[src/rtl/red_pitaya_na_sweep_ctrl.sv]
// Network-analyzer sweep sequencer.
// Masters the IQ block register bus: for every sweep point it writes the
// frequency word (which restarts averaging), polls the averaging flag until
// it clears, reads the two 62-bit quadrature sums and hands the point out on
// a valid/ready result port.
module red_pitaya_na_sweep_ctrl #(
  parameter int PHASEBITS  = 32,
  parameter int POINTBITS  = 16,
  parameter int POLLDLY    = 8,
  parameter int ACKTIMEOUT = 255
) (
  input  logic                 clk_i,
  input  logic                 rst_i,
  input  logic                 start_i,
  input  logic                 abort_i,
  input  logic [PHASEBITS-1:0] f_start_i,
  input  logic [PHASEBITS-1:0] f_step_i,
  input  logic [POINTBITS-1:0] n_points_i,
  output logic                 busy_o,
  output logic                 done_o,
  output logic                 error_o,
  output logic [15:0]          m_addr_o,
  output logic                 m_wen_o,
  output logic                 m_ren_o,
  output logic [31:0]          m_wdata_o,
  input  logic                 m_ack_i,
  input  logic [31:0]          m_rdata_i,
  output logic                 res_valid_o,
  input  logic                 res_ready_i,
  output logic [PHASEBITS-1:0] res_freq_o,
  output logic [POINTBITS-1:0] res_idx_o,
  output logic [61:0]          res_i_o,
  output logic [61:0]          res_q_o
);

  localparam logic [2:0] ST_IDLE    = 3'd0;
  localparam logic [2:0] ST_WR_FREQ = 3'd1;
  localparam logic [2:0] ST_POLL    = 3'd2;
  localparam logic [2:0] ST_WAIT    = 3'd3;
  localparam logic [2:0] ST_RD_IH   = 3'd4;
  localparam logic [2:0] ST_RD_QL   = 3'd5;
  localparam logic [2:0] ST_RD_QH   = 3'd6;
  localparam logic [2:0] ST_OUT     = 3'd7;

  localparam logic [15:0] ADDR_FREQ = 16'h0108;
  localparam logic [15:0] ADDR_STAT = 16'h0140;
  localparam logic [15:0] ADDR_IH   = 16'h0144;
  localparam logic [15:0] ADDR_QL   = 16'h0148;
  localparam logic [15:0] ADDR_QH   = 16'h014C;

  localparam int TW = (ACKTIMEOUT < 2) ? 1 : $clog2(ACKTIMEOUT + 1);
  localparam int WW = (POLLDLY < 2) ? 1 : $clog2(POLLDLY + 1);

  localparam logic [TW-1:0]        TO_LIM    = TW'(ACKTIMEOUT);
  localparam logic [TW-1:0]        TO_ONE    = TW'(1);
  localparam logic [WW-1:0]        WAIT_LAST = WW'(POLLDLY - 1);
  localparam logic [WW-1:0]        WAIT_ONE  = WW'(1);
  localparam logic [POINTBITS-1:0] IDX_ONE   = POINTBITS'(1);

  logic [2:0]           state_r;
  logic [2:0]           ack_next_s;
  logic                 issued_r;   // strobe of the current bus state already sent
  logic [TW-1:0]        tcnt_r;     // cycles elapsed since the last strobe
  logic [WW-1:0]        wcnt_r;     // idle cycles spent between polls
  logic [PHASEBITS-1:0] freq_r;
  logic [PHASEBITS-1:0] step_r;
  logic [POINTBITS-1:0] n_r;
  logic [POINTBITS-1:0] idx_r;
  logic [30:0]          lo_i_r;
  logic [30:0]          hi_i_r;
  logic [30:0]          lo_q_r;

  // Read address belonging to each read state of the sequence.
  function automatic logic [15:0] rd_addr(input logic [2:0] st);
    logic [15:0] a;
    case (st)
      ST_POLL:  a = ADDR_STAT;
      ST_RD_IH: a = ADDR_IH;
      ST_RD_QL: a = ADDR_QL;
      ST_RD_QH: a = ADDR_QH;
      default:  a = ADDR_STAT;
    endcase
    return a;
  endfunction

  // State to enter once the outstanding bus transaction is acknowledged.
  always_comb begin
    ack_next_s = ST_IDLE;
    case (state_r)
      ST_WR_FREQ: ack_next_s = ST_POLL;
      ST_POLL: begin
        if (m_rdata_i[31]) begin
          ack_next_s = ST_WAIT;
        end else begin
          ack_next_s = ST_RD_IH;
        end
      end
      ST_RD_IH: ack_next_s = ST_RD_QL;
      ST_RD_QL: ack_next_s = ST_RD_QH;
      ST_RD_QH: ack_next_s = ST_OUT;
      default:  ack_next_s = ST_IDLE;
    endcase
  end

  // Sweep sequencer: state, bus master, result port and status flags.
  always_ff @(posedge clk_i) begin
    if (rst_i) begin
      state_r     <= ST_IDLE;
      issued_r    <= 1'b0;
      tcnt_r      <= '0;
      wcnt_r      <= '0;
      freq_r      <= '0;
      step_r      <= '0;
      n_r         <= '0;
      idx_r       <= '0;
      lo_i_r      <= 31'd0;
      hi_i_r      <= 31'd0;
      lo_q_r      <= 31'd0;
      busy_o      <= 1'b0;
      done_o      <= 1'b0;
      error_o     <= 1'b0;
      m_addr_o    <= 16'd0;
      m_wen_o     <= 1'b0;
      m_ren_o     <= 1'b0;
      m_wdata_o   <= 32'd0;
      res_valid_o <= 1'b0;
      res_freq_o  <= '0;
      res_idx_o   <= '0;
      res_i_o     <= 62'd0;
      res_q_o     <= 62'd0;
    end else begin
      // strobes and done are single-cycle pulses
      m_wen_o <= 1'b0;
      m_ren_o <= 1'b0;
      done_o  <= 1'b0;
      if (abort_i && (state_r != ST_IDLE)) begin
        state_r     <= ST_IDLE;
        issued_r    <= 1'b0;
        busy_o      <= 1'b0;
        res_valid_o <= 1'b0;
      end else begin
        case (state_r)
          ST_IDLE: begin
            if (start_i && !abort_i) begin
              error_o <= 1'b0;
              if (n_points_i == '0) begin
                done_o <= 1'b1;
              end else begin
                freq_r   <= f_start_i;
                step_r   <= f_step_i;
                n_r      <= n_points_i;
                idx_r    <= '0;
                busy_o   <= 1'b1;
                issued_r <= 1'b0;
                state_r  <= ST_WR_FREQ;
              end
            end
          end

          ST_WR_FREQ, ST_POLL, ST_RD_IH, ST_RD_QL, ST_RD_QH: begin
            if (!issued_r) begin
              // first frequency write of a sweep goes out one cycle after busy rises
              m_wen_o   <= 1'b1;
              m_addr_o  <= ADDR_FREQ;
              m_wdata_o <= 32'(freq_r);
              issued_r  <= 1'b1;
              tcnt_r    <= '0;
            end else if (m_ack_i) begin
              case (state_r)
                ST_POLL:  lo_i_r <= m_rdata_i[30:0];
                ST_RD_IH: hi_i_r <= m_rdata_i[30:0];
                ST_RD_QL: lo_q_r <= m_rdata_i[30:0];
                ST_RD_QH: begin
                  res_i_o <= {hi_i_r, lo_i_r};
                  res_q_o <= {m_rdata_i[30:0], lo_q_r};
                end
                default: lo_i_r <= lo_i_r;
              endcase
              state_r <= ack_next_s;
              if (ack_next_s == ST_WAIT) begin
                wcnt_r   <= '0;
                issued_r <= 1'b0;
              end else if (ack_next_s == ST_OUT) begin
                res_valid_o <= 1'b1;
                res_freq_o  <= freq_r;
                res_idx_o   <= idx_r;
                issued_r    <= 1'b0;
              end else begin
                // chain straight into the next read so each transaction takes two cycles
                m_ren_o  <= 1'b1;
                m_addr_o <= rd_addr(ack_next_s);
                issued_r <= 1'b1;
                tcnt_r   <= '0;
              end
            end else if (tcnt_r == TO_LIM) begin
              error_o  <= 1'b1;
              busy_o   <= 1'b0;
              issued_r <= 1'b0;
              state_r  <= ST_IDLE;
            end else begin
              tcnt_r <= tcnt_r + TO_ONE;
            end
          end

          ST_WAIT: begin
            if (wcnt_r == WAIT_LAST) begin
              m_ren_o  <= 1'b1;
              m_addr_o <= ADDR_STAT;
              issued_r <= 1'b1;
              tcnt_r   <= '0;
              state_r  <= ST_POLL;
            end else begin
              wcnt_r <= wcnt_r + WAIT_ONE;
            end
          end

          ST_OUT: begin
            if (res_ready_i) begin
              res_valid_o <= 1'b0;
              if (idx_r == (n_r - IDX_ONE)) begin
                done_o  <= 1'b1;
                busy_o  <= 1'b0;
                state_r <= ST_IDLE;
              end else begin
                idx_r     <= idx_r + IDX_ONE;
                freq_r    <= freq_r + step_r;
                m_wen_o   <= 1'b1;
                m_addr_o  <= ADDR_FREQ;
                m_wdata_o <= 32'(freq_r + step_r);
                issued_r  <= 1'b1;
                tcnt_r    <= '0;
                state_r   <= ST_WR_FREQ;
              end
            end
          end

          default: begin
            state_r  <= ST_IDLE;
            issued_r <= 1'b0;
            busy_o   <= 1'b0;
          end
        endcase
      end
    end
  end

endmodule
[config.mk]
export PLATFORM = sky130hd
export DESIGN_NAME = red_pitaya_na_sweep_ctrl
export DESIGN_NICKNAME = d
export VERILOG_FILES = /design/src/rtl/red_pitaya_na_sweep_ctrl.sv
export SDC_FILE = /design/constraint.sdc
export NUM_CORES = 1
export LEC_CHECK = 0
export BUFFER_PORTS_ARGS = -buffer_cell sky130_fd_sc_hd__buf_2
export CORE_UTILIZATION = 45
export CTS_BUF_LIST = sky130_fd_sc_hd__clkbuf_2 sky130_fd_sc_hd__clkbuf_4 sky130_fd_sc_hd__clkbuf_8
export DETAILED_ROUTE_END_ITERATION = 12
export PLACE_DENSITY_LB_ADDON = 0.05
export RECOVER_POWER = 50
export SLEW_MARGIN = 30
export SYNTH_ARGS = -nofsm -noshare
export SYNTH_HDL_FRONTEND = slang
export SYNTH_SLANG_ARGS = --single-unit
[constraint.sdc]
create_clock -name clk_i -period 3.4 [get_ports clk_i]
set_input_delay 0.51 -clock clk_i [delete_from_list [all_inputs] [get_ports clk_i]]
set_output_delay 0.51 -clock clk_i [all_outputs]
set_load 0.005 [all_outputs]
==> flow_metrics.py, run 1 <==
metrics = {
    "synthesis": {
        "netlist.area_leader.share_pct": 46.4,
        "postSynthAreaPerCell_um2": 7.68,
        "ys_warn_count": 0,
        "yosysUniqueCellTypes": 69,
        "ys_ff_latch": 419,
        "yosys_most_used_dff": "dfxtp_1",
        "post-synth-top-area-cell": "dfxtp_1",
        "synthArstFlopShare_pct": 0,
        "synth_edf_count": 0,
        "ys_seq_area_share_pct": 46.4,
        "syn_area_um2": 18100,
        "syn-instance-count": 2356,
        "netlist_top_cells_area": "dfxtp_1 46%, nand2_1 16%, a21oi_1 11%, clkbuf_1 3.0%, ha_1 2.4%",
    },
    "power": {
        "p_leak_nw": 8.03,
        "switchingPower_w": 0.00398,
        "p_clk_share_pct": 38.2,
        "switching_share_pct": 30.7,
        "power-per-cell-area_nw_per_um2": 598,
        "p_int_w": 0.00897,
        "comb_power_share_pct": 19.2,
        "p_seq_share_pct": 42.7,
        "vdd_drop_max_mv": 0.323,
    },
    "clock_tree": {
        "cts_buffer_depth": 3,
        "clkTransAtPathRegs_ns": 0.06,
        "clk-insertion-delay-late_ns": 0.64,
        "numCtsBuffers": 73,
        "tritoncts": "done",
        "cts_sinks": 419,
        "ctsHtreeMaxLevel": 3,
        "clock-root-buffer": "clkbuf_8",
    },
    "final_layout": {
        "nNetsFinal": 2795,
        "antennaDiodeCount": 0,
        "area_delta_synth_final_pct": 19.7,
        "layout_common_cells": "748 x nand2_1, 419 x dfxtp_1, 382 x a21oi_1, 193 x buf_2, 138 x clkbuf_1",
        "fin_util_pct": 54.6,
        "final_common_cell": "nand2_1",
        "drive_above_1_share_pct": 14.4,
    },
    "global_routing": {
        "grt_pass1_wl_um": 91500,
        "grt.overflow.total": 0,
        "grt_pass1_vias": 16300,
        "antenna_found_initial": 0,
        "grt_max_degree": 161,
        "grt_usage_pct": 28.3,
    },
    "route": {
        "routedWlPerCell_um": 18.4,
        "wl_um": 59400,
        "final_antenna_net_count": 0,
        "drt-initial-drc-count": 1143,
        "dr.pass1.iters": 5,
        "drc": 0,
        "routed_via_density": 5.42,
        "num_vias": 17500,
    },
    "sta": {
        "rsz0062_at_grt": "no",
        "clock_skew_ns": 0.0402,
        "setup_ws_ns": 0.234,
        "hold_viol": 0,
        "worstMarginPinSlew_ns": 1.58,
        "relSlewSlack_pct": -5.19,
        "setup_viol": 0,
        "setup-tns-final_ns": 0,
        "slew_violations": 32,
        "hold_slack_ns": 0.114,
        "max_freq_ghz": 0.316,
        "period_share_pct": 93.1,
        "period_minus_slack_ns": 3.17,
    },
    "floorplan": {
        "initial_core_util_pct": 45.6,
        "core_area_um2": 39600,
        "rows": 73,
        "dieWidth_um": 202,
        "die_h_um": 202,
        "die_area_um2": 41000,
        "ios": 344,
    },
    "place": {
        "dp.final_hpwl_um": 41800,
        "gp_congestion": 0.888,
        "post-place-ws_ns": 0.235,
        "port_buffers": 331,
    },
    "run_status": {
        "status": "complete, but fails checks",
        "violations": "max-capacitance violations, max-slew violations",
    },
    "worst_setup_path": {
        "start_kind": "register",
        "worstPathArrival_ns": 3.72,
        "path_class": "reg -> reg",
        "endpoint_kind": "register",
        "critPathRequiredTime_ns": 3.96,
        "crit_fanout": 20,
    },
    "worst_hold_path": {
        "min_path_type": "in -> reg",
    },
    "run": {
        "max_cap_violations": 1,
    },
}
-- registers in the layout (all words and copies together) (netlist names), 8 cells and up --
| name | cells |
|---|---|
| res_freq_o | 32 |
| res_q_o | 62 |
| idx_r | 16 |
| hi_i_r | 31 |
| freq_r | 32 |
| tcnt_r | 8 |
| res_i_o | 62 |
| step_r | 32 |
| lo_i_r | 31 |
| m_wdata_o | 32 |
| res_idx_o | 16 |
| n_r | 16 |
| lo_q_r | 31 |
-- repair_timing --
item	CTS	global route
hold buffers	0	0
setup buffers	0	0
resized for setup	0	2
setup endpoints to repair	0	6
-- layer usage --
metal  GRT usage [%]  share of wire [%]  routed length [um]  vias to the layer above
met2            45.2                 46               27200                      589
li1                -                  -                   -                     8584
met3            5.49                6.9                4080                       73
met5               0                  0                   0                        -
met4            9.77                2.4                1400                        0
met1            38.0                 45               26700                     8208
-- cells by family (layout without fill, tap and decap cells) --
group	count (synthesis)	count (layout)	synth area share (%)
simple gates	1029	1029	23.9
compound gates	607	607	19.5
flops	419	419	46.4
buf+inv	205	533	4.71
xor+xnor	52	52	2.52
fa+ha+maj	36	36	2.53
mux	7	7	0.401
other cells	1	12	0.0207
-- worst paths after layout --
| check | startpoint | to | slack, ns | cells after the start |
|---|---|---|---|---|
| min reg2reg | lo_i_r[26] | res_i_o[26] | 0.44 | 2 |
| max | n_r[0] | freq_r[18] | 0.23 | 11 |
| min | f_step_i[25] | step_r[25] | 0.11 | 3 |
| max reg2reg | n_r[0] | freq_r[18] | 0.23 | 11 |
-- cells in the mapped netlist (24+ instances only) --
library cell and n:
xnor2_1 35, a31oi_1 24, nor3_1 42, inv_1 29, dfxtp_1 419, a21oi_1 382
nand2_1 748, nand3_1 36, nor2_1 94, ha_1 35, clkbuf_1 143, o21ai_0 54
-- power by group through the flow --
stage	logic, W	registers [W]	clock network [W]
after detailed placement	0.00247	0.00561	0
after global placement	0.00246	0.00561	0
final	0.00248	0.00552	0.00494
after CTS	0.00248	0.00551	0.00503
after floorplan	0.00170	0.00547	0
after global routing	0.00275	0.00556	0.00527
-- cell type report --
type                            instances  area [um2]
Clock inverter                         12         130
Multi-Input combinational cell       1743        8940
Inverter                               29         109
Fill cell                            4041       18000
Tap cell                              525         657
Sequential cell                       419        8390
Timing Repair Buffer                  375        1960
Clock buffer                          117        1450
-- stage by stage --
stage / std cells / area (um2) / total power, W
after floorplan: 2367 / 18100 / 0.00718
after global placement: 3091 / 20200 / 0.00807
after detailed placement: 3091 / 20200 / 0.00808
after CTS: 3220 / 21800 / 0.0130
after global routing: 3220 / 21600 / 0.0136
final: 3220 / 21600 / 0.0129
-- worst max-delay path, cell delays in order (launching register included) --
cell and delay [ns]:
dfxtp_1 0.47, inv_1 0.08, ha_1 0.24, nor2b_1 0.14, or3_1 0.35, a31oi_1 0.25
nand4_1 0.22, or4_1 0.61, nand2_4 0.21, buf_12 0.19, a22oi_1 0.10, a21oi_1 0.21
Power figures use the tool's default switching activity.
==> run 2: changes to the inputs <==
- CTS_BUF_LIST: sky130_fd_sc_hd__clkbuf_2 sky130_fd_sc_hd__clkbuf_4 sky130_fd_sc_hd__clkbuf_8 -> not set
- REMOVE_ABC_BUFFERS: not set -> 1
==> run 2 against run 1 <==
Net effect: the run still ends with max-capacitance violations, max-slew violations left; utilization fell by 0.20 points; power grew 0.21%; worst hold slack better by 0.049 ns; combinational power barely moved; critical endpoint is now state_r[0]; largest power group unchanged; highest routed layer unchanged.
==> flow_metrics.py, run 2 (synthesized netlist as in run 1, its figures left out) <==
metrics = {
    "run_status": {
        "status": "complete, but fails checks",
        "violations": "max-capacitance violations, max-slew violations",
    },
    "route": {
        "final_antenna_net_count": 0,
        "routedWlPerCell_um": 17.3,
        "drt-initial-drc-count": 1164,
        "num_vias": 17200,
        "routed_via_density": 5.40,
        "dr.pass1.iters": 7,
        "wl_um": 54900,
        "drc": 0,
    },
    "worst_setup_path": {
        "crit_fanout": 6,
        "cp_cell_sequence": "nor4_4, nand2_4, nor4_4, o2111ai_1, nor4_4, buf_4, nor2_1, or4_1, and2_1",
        "path_class": "reg -> reg",
        "cpMostUsedCell": "nor4_4",
        "critPathRequiredTime_ns": 3.88,
        "r2r_cells": 9,
        "worstPathArrival_ns": 3.64,
        "r2r-start": "n_r[5]",
        "cp-endpoint": "state_r[0]",
        "slowest_delay_ns": 0.54,
        "r2r_slack_ns": 0.23,
        "r2r_end": "state_r[0]",
        "start_kind": "register",
        "endpoint_kind": "register",
        "crit_path_start": "n_r[5]",
        "slowest_stage": "nor4_4",
    },
    "global_routing": {
        "grt_usage_pct": 26.2,
        "grt_pass1_vias": 16100,
        "grt_max_degree": 152,
        "grt_pass1_wl_um": 86900,
        "grt.overflow.total": 0,
        "antenna_found_initial": 1,
    },
    "final_layout": {
        "drive_above_1_share_pct": 13.5,
        "reg.largest.list": "res_i_o (62), res_q_o (62)",
        "postLayoutCellArea_um2": 21600,
        "nNetsFinal": 2770,
        "layout_common_cells": "747 x nand2_1, 419 x dfxtp_1, 382 x a21oi_1, 215 x buf_2, 127 x clkbuf_1",
        "area_delta_synth_final_pct": 19.2,
        "final_common_cell": "nand2_1",
        "final_cell_count_no_fill": 3176,
    },
    "power": {
        "power-per-cell-area_nw_per_um2": 602,
        "vdd_drop_max_mv": 0.408,
        "p_leak_nw": 8.02,
    },
    "sta": {
        "setup_viol": 0,
        "period_minus_slack_ns": 3.17,
        "clock_skew_ns": 0.0115,
        "worstMarginPinSlew_ns": 1.52,
        "hold_viol": 0,
        "slew_violations": 65,
        "max_freq_ghz": 0.316,
        "relSlewSlack_pct": -1.66,
        "period_share_pct": 93.2,
        "rsz0062_at_grt": "no",
    },
    "clock_tree": {
        "tritoncts": "done",
        "cts_sinks": 419,
        "post-cts-setup-buffers": 0,
        "post_cts_resized": 0,
        "cts_buffer_depth": 3,
        "clock-root-buffer": "clkbuf_16",
        "numCtsBuffers": 46,
        "clkTransAtPathRegs_ns": 0.06,
        "clk-insertion-delay-late_ns": 0.58,
        "postCtsHoldBufs": 0,
        "ctsHtreeMaxLevel": 2,
    },
    "floorplan": {
        "initial_core_util_pct": 45.6,
        "core_area_um2": 39600,
        "die_area_um2": 41000,
        "rows": 73,
        "die_h_um": 202,
        "ios": 344,
        "dieWidth_um": 202,
    },
    "place": {
        "placed_cell_area_um2": 20200,
        "dp.cells": 3093,
        "dp.final_hpwl_um": 37000,
        "port_buffers": 331,
        "gp_congestion": 0.928,
    },
    "run": {
        "max_cap_violations": 1,
    },
    "worst_hold_path": {
        "min_path_type": "in -> reg",
    },
}
## run 2: changes by cell type in the layout (fill, tap and decap cells not counted), sizes merged
cell,delta
clkinv,+1
clkinvlp,-2
clkbuf,-68
buf,+23
bufinv,+1
diode,+1
## run 2: layout make-up
class / instances / area (um2)
tap: 525 / 657
inverter: 29 / 109
clock inverter: 12 / 170
timing repair buffer: 377 / 1940
multi-input combinational: 1743 / 8940
fill: 4005 / 18100
antenna: 1 / 2.50
sequential: 419 / 8390
clock buffer: 70 / 1350
## run 2: power by group
| part | total (W) | switching [W] | internal, W |
|---|---|---|---|
| Combinational | 0.00249 | 0.00156 | 0.000925 |
| Sequential | 0.00546 | 0.000268 | 0.00520 |
| Clock | 0.00502 | 0.00205 | 0.00298 |
| Total | 0.0130 | 0.00388 | 0.00910 |
## run 2: through the flow
stage	setup WS [ns]	total power, W	setup TNS (ns)	hold slack, ns	utilization, %
after CTS	0.223	0.0131	0	0.141	54.8
after floorplan	-1.86	0.00704	-377.33	0.426	-
after global routing	0.0657	0.0136	0	0.153	54.4
after detailed placement	0.244	0.00805	0	0.437	50.9
after global placement	0.278	0.00802	0	0.436	50.9
final	0.232	0.0130	0	0.163	54.4
## run 2: per-layer routing
layer | routed length (um) | global-route usage [%]
met5 | 0 | 0
met4 | 1500 | 8.30
met3 | 3310 | 4.72
met2 | 25200 | 42.0
met1 | 25000 | 35.8
## run 2: worst min path at each step
stage	start	to	slack, ns	depth (start not counted)
5_1_grt	f_step_i[10]	step_r[10]	0.15	3
3_5_place_dp	m_addr_o[8]	m_addr_o[8]	0.44	2
3_3_place_gp	hi_i_r[12]	res_i_o[43]	0.44	2
2_1_floorplan	lo_i_r[0]	res_i_o[0]	0.43	2
6_report	f_step_i[20]	step_r[20]	0.16	3
4_1_cts	f_step_i[6]	step_r[6]	0.14	3
## run 2: worst max-delay path: cells and delay by family, from the launching register on
kind,cells,cell delay (ns)
compound gates,1,0.24
buf+inv,1,0.20
simple gates,7,2.26
flops,1,0.36
